$ cat src/rtl/rom_mem_bridge.sv
// Bridges the mapper's level-style ROM strobes to a single-outstanding req/ack memory port.
// Define ROM_LAST_WORD_CACHE_EN to add a one-entry last-read-word cache.
module rom_mem_bridge #(
    parameter int unsigned ADDR_W      = 24,
    parameter int unsigned ACK_TIMEOUT = 255
) (
    input  logic              MCLK,
    input  logic              RESET,
    input  logic [ADDR_W-1:0] ROM_ADDR,
    input  logic [15:0]       ROM_D,
    input  logic              ROM_CE_N,
    input  logic              ROM_OE_N,
    input  logic              ROM_WE_N,
    input  logic              ROM_WORD,
    output logic [15:0]       ROM_Q,
    output logic              MEM_REQ,
    output logic [ADDR_W-1:0] MEM_ADDR,
    output logic              MEM_WE,
    output logic [1:0]        MEM_BE,
    output logic [15:0]       MEM_WDATA,
    input  logic              MEM_ACK,
    input  logic [15:0]       MEM_RDATA,
    output logic              BUSY,
    output logic              TIMEOUT_ERR
);
    localparam int unsigned CNT_W = 8;
    localparam bit TMO_EN = (ACK_TIMEOUT != 0);
    localparam logic [CNT_W-1:0] TMO_LAST = CNT_W'(ACK_TIMEOUT - 1);

    typedef enum logic [1:0] {S_IDLE, S_REQ, S_WAIT} state_t;

    typedef struct packed {
        logic              wr;
        logic              word;
        logic [ADDR_W-1:0] addr;
        logic [15:0]       data;
    } acc_t;

    function automatic logic [1:0] be_of(input acc_t a);
        return a.word ? 2'b11 : (a.addr[0] ? 2'b10 : 2'b01);
    endfunction

    function automatic logic [15:0] wdata_of(input acc_t a);
        return a.word ? a.data : {a.data[7:0], a.data[7:0]};
    endfunction

    function automatic logic [15:0] read_q(input logic [15:0] d, input logic [1:0] be);
        return (be == 2'b11) ? d : {8'h00, be[1] ? d[15:8] : d[7:0]};
    endfunction

    state_t              state, state_d;
    logic                rd_prev, wr_prev;
    logic                last_vld, last_vld_d, last_word, last_word_d;
    logic [ADDR_W-1:0]   last_addr, last_addr_d;
    logic                pend_vld, pend_vld_d;
    acc_t                pend, pend_d;
    logic [CNT_W-1:0]    tmo_cnt, tmo_cnt_d;
    logic                mem_req_d, mem_we_d, busy_d, tmo_err_d;
    logic [ADDR_W-1:0]   mem_addr_d;
    logic [1:0]          mem_be_d;
    logic [15:0]         mem_wdata_d, rom_q_d;
    logic                issue;
    acc_t                issue_acc;

    // Access detection: edges of the qualified strobes plus read address changes
    logic rd_act, wr_act, rd_trig, wr_trig, trig;
    acc_t cur;
    assign rd_act  = ~ROM_CE_N & ~ROM_OE_N;
    assign wr_act  = ~ROM_CE_N & ~ROM_WE_N;
    assign wr_trig = wr_act & ~wr_prev;
    assign rd_trig = rd_act & ~wr_act &
                     (~rd_prev | ~last_vld | ({ROM_ADDR, ROM_WORD} != {last_addr, last_word}));
    assign trig    = rd_trig | wr_trig;
    assign cur     = '{wr: wr_act, word: ROM_WORD, addr: ROM_ADDR, data: ROM_D};

`ifdef ROM_LAST_WORD_CACHE_EN
    logic                cache_vld, cache_vld_d;
    logic [ADDR_W-1:0]   cache_tag, cache_tag_d;
    logic [15:0]         cache_data, cache_data_d;
    logic                hit;
    assign hit = cache_vld && (cache_tag == {ROM_ADDR[ADDR_W-1:1], 1'b0});
`endif

    always_ff @(posedge MCLK) begin
        if (RESET) begin
            state       <= S_IDLE;
            rd_prev     <= 1'b0;
            wr_prev     <= 1'b0;
            last_vld    <= 1'b0;
            last_word   <= 1'b0;
            last_addr   <= '0;
            pend_vld    <= 1'b0;
            pend        <= '0;
            tmo_cnt     <= '0;
            MEM_REQ     <= 1'b0;
            MEM_ADDR    <= '0;
            MEM_WE      <= 1'b0;
            MEM_BE      <= '0;
            MEM_WDATA   <= '0;
            ROM_Q       <= '0;
            BUSY        <= 1'b0;
            TIMEOUT_ERR <= 1'b0;
`ifdef ROM_LAST_WORD_CACHE_EN
            cache_vld   <= 1'b0;
            cache_tag   <= '0;
            cache_data  <= '0;
`endif
        end else begin
            state       <= state_d;
            rd_prev     <= rd_act;
            wr_prev     <= wr_act;
            last_vld    <= last_vld_d;
            last_word   <= last_word_d;
            last_addr   <= last_addr_d;
            pend_vld    <= pend_vld_d;
            pend        <= pend_d;
            tmo_cnt     <= tmo_cnt_d;
            MEM_REQ     <= mem_req_d;
            MEM_ADDR    <= mem_addr_d;
            MEM_WE      <= mem_we_d;
            MEM_BE      <= mem_be_d;
            MEM_WDATA   <= mem_wdata_d;
            ROM_Q       <= rom_q_d;
            BUSY        <= busy_d;
            TIMEOUT_ERR <= tmo_err_d;
`ifdef ROM_LAST_WORD_CACHE_EN
            cache_vld   <= cache_vld_d;
            cache_tag   <= cache_tag_d;
            cache_data  <= cache_data_d;
`endif
        end
    end

    always_comb begin
        state_d     = state;
        last_vld_d  = last_vld;
        last_word_d = last_word;
        last_addr_d = last_addr;
        pend_vld_d  = pend_vld;
        pend_d      = pend;
        tmo_cnt_d   = tmo_cnt;
        mem_addr_d  = MEM_ADDR;
        mem_we_d    = MEM_WE;
        mem_be_d    = MEM_BE;
        mem_wdata_d = MEM_WDATA;
        rom_q_d     = ROM_Q;
        tmo_err_d   = TIMEOUT_ERR;
        issue       = 1'b0;
        issue_acc   = cur;
`ifdef ROM_LAST_WORD_CACHE_EN
        cache_vld_d  = cache_vld;
        cache_tag_d  = cache_tag;
        cache_data_d = cache_data;
`endif

        if (rd_trig) begin
            last_vld_d  = 1'b1;
            last_word_d = ROM_WORD;
            last_addr_d = ROM_ADDR;
        end

        // A pending write is never displaced; anything else takes the slot
        if (state != S_IDLE && trig && !(pend_vld && pend.wr)) begin
            pend_vld_d = 1'b1;
            pend_d     = cur;
        end

        case (state)
            S_IDLE: begin
                if (pend_vld) begin
                    issue      = 1'b1;
                    issue_acc  = pend;
                    pend_vld_d = trig;
                    pend_d     = cur;
                end else if (trig) begin
`ifdef ROM_LAST_WORD_CACHE_EN
                    if (rd_trig && hit)
                        rom_q_d = read_q(cache_data, be_of(cur));
                    else
                        issue = 1'b1;
`else
                    issue = 1'b1;
`endif
                end
            end
            S_REQ: begin
                state_d   = S_WAIT;
                tmo_cnt_d = '0;
            end
            S_WAIT: begin
                if (MEM_ACK) begin
                    state_d = S_IDLE;
                    if (!MEM_WE) begin
                        rom_q_d = read_q(MEM_RDATA, MEM_BE);
`ifdef ROM_LAST_WORD_CACHE_EN
                        cache_vld_d  = 1'b1;
                        cache_tag_d  = MEM_ADDR;
                        cache_data_d = MEM_RDATA;
`endif
                    end
                end else if (TMO_EN && tmo_cnt == TMO_LAST) begin
                    state_d   = S_IDLE;
                    tmo_err_d = 1'b1;
                end else begin
                    tmo_cnt_d = tmo_cnt + 8'd1;
                end
            end
            default: state_d = S_IDLE;
        endcase

        if (issue) begin
            state_d     = S_REQ;
            mem_addr_d  = {issue_acc.addr[ADDR_W-1:1], 1'b0};
            mem_we_d    = issue_acc.wr;
            mem_be_d    = be_of(issue_acc);
            mem_wdata_d = wdata_of(issue_acc);
`ifdef ROM_LAST_WORD_CACHE_EN
            // Keep the cached word coherent with writes to it
            if (issue_acc.wr && cache_vld && cache_tag == {issue_acc.addr[ADDR_W-1:1], 1'b0}) begin
                if (mem_be_d[0]) cache_data_d[7:0]  = mem_wdata_d[7:0];
                if (mem_be_d[1]) cache_data_d[15:8] = mem_wdata_d[15:8];
            end
`endif
        end

        mem_req_d = (state_d != S_IDLE);
        busy_d    = (state_d != S_IDLE) || pend_vld_d;
    end
endmodule

$ cat config.mk
export PLATFORM = sky130hd
export DESIGN_NAME = rom_mem_bridge
export DESIGN_NICKNAME = d
export VERILOG_FILES = /design/src/rtl/rom_mem_bridge.sv
export SDC_FILE = /design/constraint.sdc
export NUM_CORES = 1
export LEC_CHECK = 0
export ABC_AREA = 1
export BUFFER_PORTS_ARGS = -buffer_cell sky130_fd_sc_hd__buf_2
export CAP_MARGIN = 20
export CORE_ASPECT_RATIO = 1.1
export CORE_UTILIZATION = 51
export DETAILED_ROUTE_END_ITERATION = 10
export PLACE_DENSITY = 0.79
export SKIP_CTS_REPAIR_TIMING = 1
export SLEW_MARGIN = 20
export SYNTH_ARGS = -nofsm -noshare
export SYNTH_HDL_FRONTEND = slang
export SYNTH_SLANG_ARGS = --single-unit
$ cat constraint.sdc
create_clock -name MCLK -period 1.44 [get_ports MCLK]
set_input_delay 0 -clock MCLK [delete_from_list [all_inputs] [get_ports MCLK]]
set_output_delay 0 -clock MCLK [all_outputs]
set_load 0.02 [all_outputs]
; ---- Yosys cells after proc, flatten, opt, wreduce, memory -nomap -nowiden
; Index checks and enable logic that the tools add are counted.
; W data, S select, Z words.
[word_totals]
regBits = 142
latchBits = 0
ramBits = 0
rom_bits = 0
in_bits = 63
out_inout_bits = 62
word_cells = 80
mem_count = 0
[classes]
add_sub_neg = 1
multipliers = 0
div_mod_pow = 0
order_cmp = 0
eq_ne = 7
shifts = 0
muxes = 23
n_bitwise = 17
n_reduce_logical = 12
[op_table]
columns = cell, n
row1 = $mux W42, 5
row2 = $mux W16, 2
row3 = $ne A25 B25 Y1, 1
row4 = $mux W8, 3
row5 = $pmux W8 S2, 1
row6 = $mux W2, 5
row7 = $not A1 Y1, 9
row8 = $reduce_and A3 Y1, 3
row9 = $add A8 B1 Y8 const B, 1
row10 = $eq A8 B8 Y1 const B, 1
row11 = $mux W1, 6
row12 = $pmux W2 S3, 1
row13 = $reduce_bool A2 Y1, 3
row14 = $and A1 B1 Y1, 5
row15 = $eq A2 B2 Y1 const B, 2
row16 = $ne A2 B2 Y1 const B, 2
row17 = $logic_and A1 B1 Y1, 3
row18 = $or A1 B1 Y1, 3
row19 = $eq A2 B1 Y1 const B, 1
row20 = $logic_not A2 Y1, 1
row21 = $logic_not A1 Y1, 1
row22 = $logic_or A1 B1 Y1, 1

; ---- Longest topological paths before layout
; Gate-level depths: netlist (run 1).
[logic_depth]
word_depth = 12
ltp_mapped = 15

; ---- Worst setup path after synthesis (run 1)
; No wires, ideal clock.
[synth_timing]
kind = register -> register
from = register state[0]
to = register pend[0] (netlist name)
setup_time_ps = 109
arrival_ps = 1441
required_time_ps = 1331
setup_slack_ps = -110
path_stages_with_launch = 9
n_path_buf = 3
period_less_slack_ps = 1550
cell_sequence = dfxtp_1 nor2_8 nand2_4 buf_4 buf_2 clkbuf_1 nand3_1 nand2_1 inv_1
[synth_between]
elab_chain_len = 6
[synth_lines]
columns = item, line_no
row1 = start: declaration, 51  ; state_t state, state_d;
row2 = start signal: assignment, 109  ; state <= state_d;
row3 = $reduce_bool A2 Y1, 163  ; if (state != S_IDLE && trig && !(pend_vld && pend.wr)) begin
row4 = $logic_and A1 B1 Y1 (2 in a row), 163
row5 = $mux W42, 163
row6 = $mux W42, 170  ; if (pend_vld) begin
row7 = $mux W42 (*), 168  ; case (state)
row8 = end signal: assignment, 116  ; pend <= pend_d;
row9 = end: declaration, 56  ; acc_t pend, pend_d;
; Mark *: on every way between the ends. The rest lies on a longest branch, timed or not.
; A chain may end at the register's enable or synchronous reset.

; ---- Final worst setup path (run 1)
[layout_timing]
from = register last_addr[7]
to = register MEM_ADDR[11]
[layout_between]
elab_chain_len = 7
[layout_lines]
columns = item, line_no
row1 = start: declaration, 54  ; logic [ADDR_W-1:0] last_addr, last_addr_d;
row2 = start signal: assignment, 114  ; last_addr <= last_addr_d;
row3 = $ne A25 B25 Y1, 72  ; (~rd_prev | ~last_vld | ({ROM_ADDR, ROM_WORD} != {last_addr, last_word}));
row4 = $or A1 B1 Y1, 72
row5 = $and A1 B1 Y1, 71  ; assign rd_trig = rd_act & ~wr_act &
row6 = $or A1 B1 Y1, 73  ; assign trig = rd_trig | wr_trig;
row7 = $mux W1, 175  ; end else if (trig) begin
row8 = $mux W1, 170
row9 = $mux W1, 168
row10 = end signal: assignment, 119  ; MEM_ADDR <= mem_addr_d;
row11 = end: declaration, 17  ; output logic [ADDR_W-1:0] MEM_ADDR,
; No other way between the ends.

==> flow_metrics.py, run 1 <==
metrics = {
    "critical_path": {
        "crit_path_cell_trace": "inv_1, nand2_1, nand2_1, nor2_1, nand2_1, nor2_1, nand3_1, nand2_4, nand3_4, nand2_8, buf_12, nand2_1, a21oi_1",
        "worst_path_max_delay_cell": "dfxtp_1",
        "crit_fanout": 11,
        "crit_top_cell": "nand2_1",
        "rr_endpoint": "MEM_ADDR[11]",
        "worstReg2RegStart": "last_addr[7]",
        "cpPeakStageDelay_ps": 330,
        "critPathRequiredTime_ps": 1780,
        "critPathLaunchType": "register",
        "ff2ff_setup_slack_ps": -540,
        "end_kind": "register",
        "worstPathArrival_ps": 2330,
        "r2r_cells": 13,
        "critPathKind": "register to register",
    },
    "layout": {
        "multiInputGateArea_um2": 4080,
        "drive_gt1_frac": 0.391,
        "seq_area_um2": 2870,
        "postLayoutCoreUtil": 0.789,
        "fillers": 794,
        "synthToLayoutAreaGrowth_pct": 49.3,
        "num-nets-final": 1312,
        "stdcell_area_um2": 10600,
    },
    "timing": {
        "post-route-min-period_ps": 1980,
        "rsz0062_at_grt": "true",
        "slew_violations": 0,
        "setup_tns_ps": -50240,
        "fin_ws_ps": -544,
        "hold_viol": 6,
        "finalSetupViolations": 124,
        "max_freq_mhz": 504,
        "clock_skew_ps": 9.29,
        "whs_ps": -48.1,
        "timing.slew.headroom": 0.502,
        "worstMarginPinSlew_ps": 747,
        "fin_crit_sh": 1.38,
    },
    "synthesis": {
        "synth.cell_area_um2": 7070,
        "synth_cells": 1007,
        "ys_top_cells_by_area": "dfxtp_1 (40%), nand2_1 (11%), nand3_1 (6.7%)",
        "syn_avg_cell_area_um2": 7.02,
        "synth_top_area_share": 0.402,
        "yosysSeqAreaShare": 0.402,
        "yosysTopAreaCell": "dfxtp_1",
        "yosysWarnings": 0,
        "syn_nets": 1072,
        "synth.distinct_cells": 34,
        "ys_seq_elements": 142,
    },
    "cts": {
        "cts_tree": "yes",
        "insertion_delay_ps": 430,
        "clockRootBuffer": "clkbuf_16",
        "htreeDepth": 4,
        "cts_sinks": 142,
        "cts_inserted_buffers": 17,
        "path_clk_slew_ps": 60,
        "cts_buffer_depth": 2,
    },
    "floorplanning": {
        "start_util": 0.529,
        "die_w_um": 114,
        "coreArea_um2": 13400,
        "die_area_um2": 14300,
        "dieHeight_um": 126,
        "io_pins": 125,
        "fp-row-count": 44,
    },
    "hold_path": {
        "hold_class": "input pin to register",
        "min_to": "pend[1]",
        "whs_path_depth": 5,
        "min-delay-start": "ROM_D[1]",
    },
    "detailed_routing": {
        "vias_per_cell": 5.72,
        "drt-pass1-iter-count": 10,
        "drt_wl_total_mm": 25.1,
        "drc": 2,
        "wl_per_cell_um": 17.4,
        "ant_nets": 0,
        "vias": 8266,
        "drtIter0Drc": 972,
    },
    "global_route": {
        "grt_usage": 0.271,
        "grt_max_degree": 60,
        "overflow": 0,
        "antenna_found_initial": 0,
        "grt_pass1_vias": 6671,
        "grt_pass1_wl_mm": 31.1,
    },
    "power": {
        "p_int_mw": 7.87,
        "p_seq_frac": 0.391,
        "combPwrFrac": 0.225,
        "swShare": 0.299,
        "p_leak_nw": 5.26,
        "power.switching_mw": 3.36,
        "power_frac_clock": 0.385,
        "powerDensity_nw_per_um2": 1060,
        "vdd_drop_max_mv": 0.731,
    },
    "status": {
        "status": "finished, violations left",
        "violations": "design-rule violations, negative hold slack, negative setup slack",
    },
    "place": {
        "portBuffers": 123,
        "hpwl_mm": 12.9,
        "place_congestion": 0.811,
        "place_area_um2": 8550,
    },
    "job": {
        "max_cap_viol_count": 0,
    },
}
## stage by stage
stage               total power, mW  setup slack (ps)  cells
finish                         11.2              -544   1445
global route                   11.6              -620   1444
CTS                            10.6              -354   1379
detailed placement             6.34              -265   1347
global placement               6.31              -259   1347
floorplan                      5.61             -62.8   1007
## critical path: cells and delay by family (launching register included)
| kind | cells | cell delay, ps |
|---|---|---|
| buf+inv | 2 | 210 |
| simple gates | 10 | 1160 |
| flops | 1 | 330 |
| compound gates | 1 | 190 |
## worst max-delay path by stage
stage | endpoint | start | depth (start not counted) | slack [ps]
floorplan | last_addr[12] | last_addr[19] | 11 | -60
global placement | pend[24] | last_addr[10] | 14 | -260
detailed placement | pend[11] | last_addr[11] | 15 | -270
CTS | pend[23] | last_addr[11] | 15 | -350
global route | MEM_ADDR[11] | last_addr[7] | 13 | -620
finish | MEM_ADDR[11] | last_addr[7] | 13 | -540
## power by group through the flow
| stage | clock network [mW] | logic (mW) | registers, mW |
|---|---|---|---|
| floorplan | 0 | 1.07 | 4.54 |
| global placement | 0 | 1.91 | 4.40 |
| detailed placement | 0 | 1.94 | 4.41 |
| CTS | 4.29 | 1.95 | 4.33 |
| global route | 4.47 | 2.70 | 4.41 |
| finish | 4.32 | 2.52 | 4.38 |
## cells by family (layout without fill, tap and decap cells)
group                    count (synthesis)  after routing  synth area share
AO/OA/AOI/OAI                          190            190             0.137
multiplexers                            40             40            0.0628
buffers and inverters                  203            456             0.119
XOR/XNOR                                 6              6           0.00743
other                                    1              2          0.000530
AND/OR/NAND/NOR                        423            423             0.268
flip-flops                             142            142             0.402
adder cells (fa/ha/maj)                  2              2           0.00354
## area by class of cell
cell class | count | share of cell area
Sequential cell | 142 | 0.271
Antenna cell | 1 | 0.000237
Multi-Input combinational cell | 662 | 0.387
Tap cell | 184 | 0.0218
Timing Repair Buffer | 285 | 0.214
Clock inverter | 8 | 0.00853
Inverter | 137 | 0.0504
Clock buffer | 24 | 0.0447
Timing Repair inverter | 2 | 0.00213
## per-layer routing
metal,up-vias,track usage,routed length [µm]
li1,3777,-,-
met1,3885,0.329,9300
met2,492,0.460,12800
met3,112,0.0640,1990
met4,0,0.105,972
met5,-,0,0
## registers in the layout, summed over array words and instances, names as in the netlist, 2 cells and up
signal     count
last_addr     24
ROM_Q         16
state          2
tmo_cnt        8
MEM_BE         2
pend          42
MEM_WDATA     16
MEM_ADDR      23
## placed cells by master, fill, tap and decap left out, types with 3 or more instances in the layout
master and count:
inv_1 107, clkbuf_16 23, a31oi_1 9, mux2_2 31
nand4_1 45, nand2_2 25, a21oi_2 36, nand2_4 29
buf_12 14, dfxtp_2 15, xor2_1 6, o21ai_1 16
nand3_2 23, a21oi_1 36, dfxtp_1 126, clkbuf_1 5
o21ai_2 7, dlygate4sd3_1 46, nor2_1 47, o21ai_0 79
clkinv_2 6, buf_2 123, o21ai_4 3, nor2_2 8
buf_4 89, inv_2 27, nand2_1 159, nand3_1 71
mux2i_1 8, buf_6 5
## synth_stat cells
master / n
clkbuf_1: 28
nand2_4: 2
xor2_1: 6
nor3_1: 4
nand3_2: 1
o211ai_1: 1
nor4_1: 1
nand2_2: 2
o21ai_0: 85
nand3_1: 94
o21ai_1: 20
nand4_1: 45
nor2_1: 57
ha_1: 2
nand3_4: 1
nor2_8: 1
mux2i_1: 8
inv_2: 17
dfxtp_1: 142
or2_2: 2
a31oi_1: 9
mux2_4: 1
o22ai_1: 1
mux2_2: 31
conb_1: 1
nand2_1: 211
a21oi_1: 74
buf_6: 4
buf_4: 8
buf_2: 17
nor3b_1: 1
buf_1: 9
nand3b_1: 1
inv_1: 120
(Power assumes the default switching activity.)
==> run 2: changes to the inputs <==
--- a/config.mk
+++ b/config.mk
@@ -11,7 +11,7 @@
 export CORE_ASPECT_RATIO = 1.1
 export CORE_UTILIZATION = 51
 export DETAILED_ROUTE_END_ITERATION = 10
-export PLACE_DENSITY = 0.79
+export PLACE_DENSITY = 0.82
 export SKIP_CTS_REPAIR_TIMING = 1
 export SLEW_MARGIN = 20
 export SYNTH_ARGS = -nofsm -noshare
==> run 2 against run 1 <==
  * The run ends with negative hold slack, negative setup slack left
  * Sequential cell count is the same
  * Total power shrank 2.2%
  * Sequential share of layout area grew 0.099 points
  * Combinational power grew 7%
  * Hold slack gained 35 ps
  * Critical path depth is the same
  * Utilization shrank 0.25 points
  * Non-clock buffer count grew 1
  * Worst setup slack lost 280 ps
  * Die area is the same
  * Cell area shrank 0.32%
  * Largest power group unchanged
==> flow_metrics.py, run 2 (same netlist as run 1, synthesis figures left out) <==
metrics = {
    "status": {
        "status": "finished, violations left",
        "violations": "negative hold slack, negative setup slack",
    },
    "global_route": {
        "antenna_found_initial": 0,
        "grt_usage": 0.276,
        "overflow": 0,
        "grt_pass1_vias": 6924,
        "grt_max_degree": 39,
        "grt_pass1_wl_mm": 31.5,
    },
    "floorplanning": {
        "fp-row-count": 44,
        "die_area_um2": 14300,
        "start_util": 0.529,
        "coreArea_um2": 13400,
        "io_pins": 125,
        "die_w_um": 114,
        "dieHeight_um": 126,
    },
    "detailed_routing": {
        "drtIter0Drc": 1331,
        "drt_wl_total_mm": 28.6,
        "wl_per_cell_um": 19.9,
        "vias": 8656,
        "vias_per_cell": 6.02,
        "ant_nets": 0,
        "drc": 0,
        "drt-pass1-iter-count": 6,
    },
    "critical_path": {
        "rr_endpoint": "last_addr[13]",
        "ff2ff_setup_slack_ps": -820,
        "critPathLaunchType": "register",
        "worstPathArrival_ps": 2550,
        "critPathRequiredTime_ps": 1730,
        "worstReg2RegStart": "last_addr[18]",
        "crit_fanout": 5,
        "end_kind": "register",
        "r2r_cells": 13,
        "critPathKind": "register to register",
    },
    "hold_path": {
        "hold_class": "input pin to register",
        "min-delay-start": "ROM_ADDR[21]",
        "min_to": "last_addr[21]",
        "whs_path_depth": 3,
    },
    "timing": {
        "worstMarginPinSlew_ps": 741,
        "fin_crit_sh": 1.57,
        "whs_ps": -13.3,
        "hold_viol": 2,
        "timing.slew.headroom": 0.500,
        "max_freq_mhz": 442,
        "finalSetupViolations": 121,
        "slew_violations": 0,
        "rsz0062_at_grt": "true",
        "post-route-min-period_ps": 2260,
        "clock_skew_ps": 12.7,
        "fin_ws_ps": -821,
    },
    "cts": {
        "clockRootBuffer": "clkbuf_16",
        "cts_tree": "yes",
        "cts_sinks": 142,
        "insertion_delay_ps": 440,
        "cts_buffer_depth": 2,
        "cts_inserted_buffers": 17,
        "htreeDepth": 4,
        "path_clk_slew_ps": 60,
    },
    "job": {
        "max_cap_viol_count": 0,
    },
    "place": {
        "place_area_um2": 8440,
        "portBuffers": 123,
        "place_congestion": 0.861,
        "hpwl_mm": 13.2,
        "pre_cts_slack_ps": -342,
    },
    "power": {
        "swShare": 0.316,
        "powerDensity_nw_per_um2": 1040,
        "p_int_mw": 7.51,
        "combPwrFrac": 0.245,
        "p_seq_frac": 0.402,
        "p_leak_nw": 5.26,
        "power_frac_clock": 0.353,
        "vdd_drop_max_mv": 0.877,
        "power.switching_mw": 3.47,
    },
    "layout": {
        "seq_area_um2": 2870,
        "top_register": "pend",
        "final_cell_mix": "nand2_1 (143), dfxtp_1 (125), buf_2 (123)",
        "multiInputGateArea_um2": 4210,
        "largest_reg_flops": 42,
        "synthToLayoutAreaGrowth_pct": 48.8,
        "diodes": 0,
        "fillers": 764,
        "num-nets-final": 1311,
        "top_regs": "pend x42, last_addr x24, MEM_ADDR x23",
        "stdcell_area_um2": 10500,
        "final_common_cell": "nand2_1",
        "drive_gt1_frac": 0.410,
    },
}
==> run 2: cell type report <==
| class | instances | share of cell area |
|---|---|---|
| clock buffer | 25 | 0.0452 |
| tap | 184 | 0.0219 |
| inverter | 137 | 0.0500 |
| sequential | 142 | 0.272 |
| clock inverter | 2 | 0.00119 |
| timing repair buffer | 286 | 0.210 |
| multi-input combinational | 662 | 0.400 |
==> run 2: worst max-delay path, stage by stage (launching register included) <==
cell,delay (ps)
dfxtp_1,350
nand2_1,100
o21ai_1,80
nor2_1,190
nand2_1,80
nor2_1,110
nand3_1,150
nand2_4,160
buf_4,140
buf_6,100
buf_4,110
clkbuf_16,130
o21ai_0,60
nor2_1,350
==> run 2: how the worst max path moves through the flow <==
| stage | slack [ps] | from | cells after the start | end |
|---|---|---|---|---|
| 2_1_floorplan | -60 | last_addr[19] | 11 | last_addr[12] |
| 3_3_place_gp | -290 | last_addr[3] | 12 | last_addr[10] |
| 3_5_place_dp | -340 | last_addr[1] | 12 | last_addr[10] |
| 4_1_cts | -400 | last_addr[1] | 14 | pend[38] |
| 5_1_grt | -830 | last_addr[8] | 14 | last_addr[13] |
| 6_report | -820 | last_addr[18] | 13 | last_addr[13] |
==> run 2: per-layer routing <==
metal | wire length, µm | track usage | part of all wire | vias to the layer above
li1 | - | - | - | 3766
met2 | 13600 | 0.466 | 0.47 | 694
met4 | 2050 | 0.134 | 0.072 | 0
met5 | 0 | 0 | 0 | -
met3 | 3050 | 0.0688 | 0.11 | 240
met1 | 9940 | 0.325 | 0.35 | 3956
==> run 2: per-stage QoR <==
| stage | setup TNS [ps] | power [mW] | util | hold slack [ps] | std cells |
|---|---|---|---|---|---|
| final | -59610 | 11.0 | 0.787 | -13.3 | 1438 |
| after CTS | -34090 | 10.1 | 0.668 | -159 | 1371 |
| after global routing | -64700 | 11.3 | 0.787 | 10.5 | 1438 |
| after floorplan | -2930 | 5.61 | - | 83.8 | 1007 |
| after detailed placement | -29470 | 6.30 | 0.631 | 286 | 1344 |
| after global placement | -25780 | 6.25 | 0.631 | 283 | 1344 |
==> run 2: power by group through the flow <==
stage	registers (mW)	clock network [mW]	logic, mW
after floorplan	4.54	0	1.07
after global placement	4.40	0	1.84
after detailed placement	4.41	0	1.89
after CTS	4.33	3.82	1.91
after global routing	4.43	4.06	2.83
final	4.42	3.88	2.69
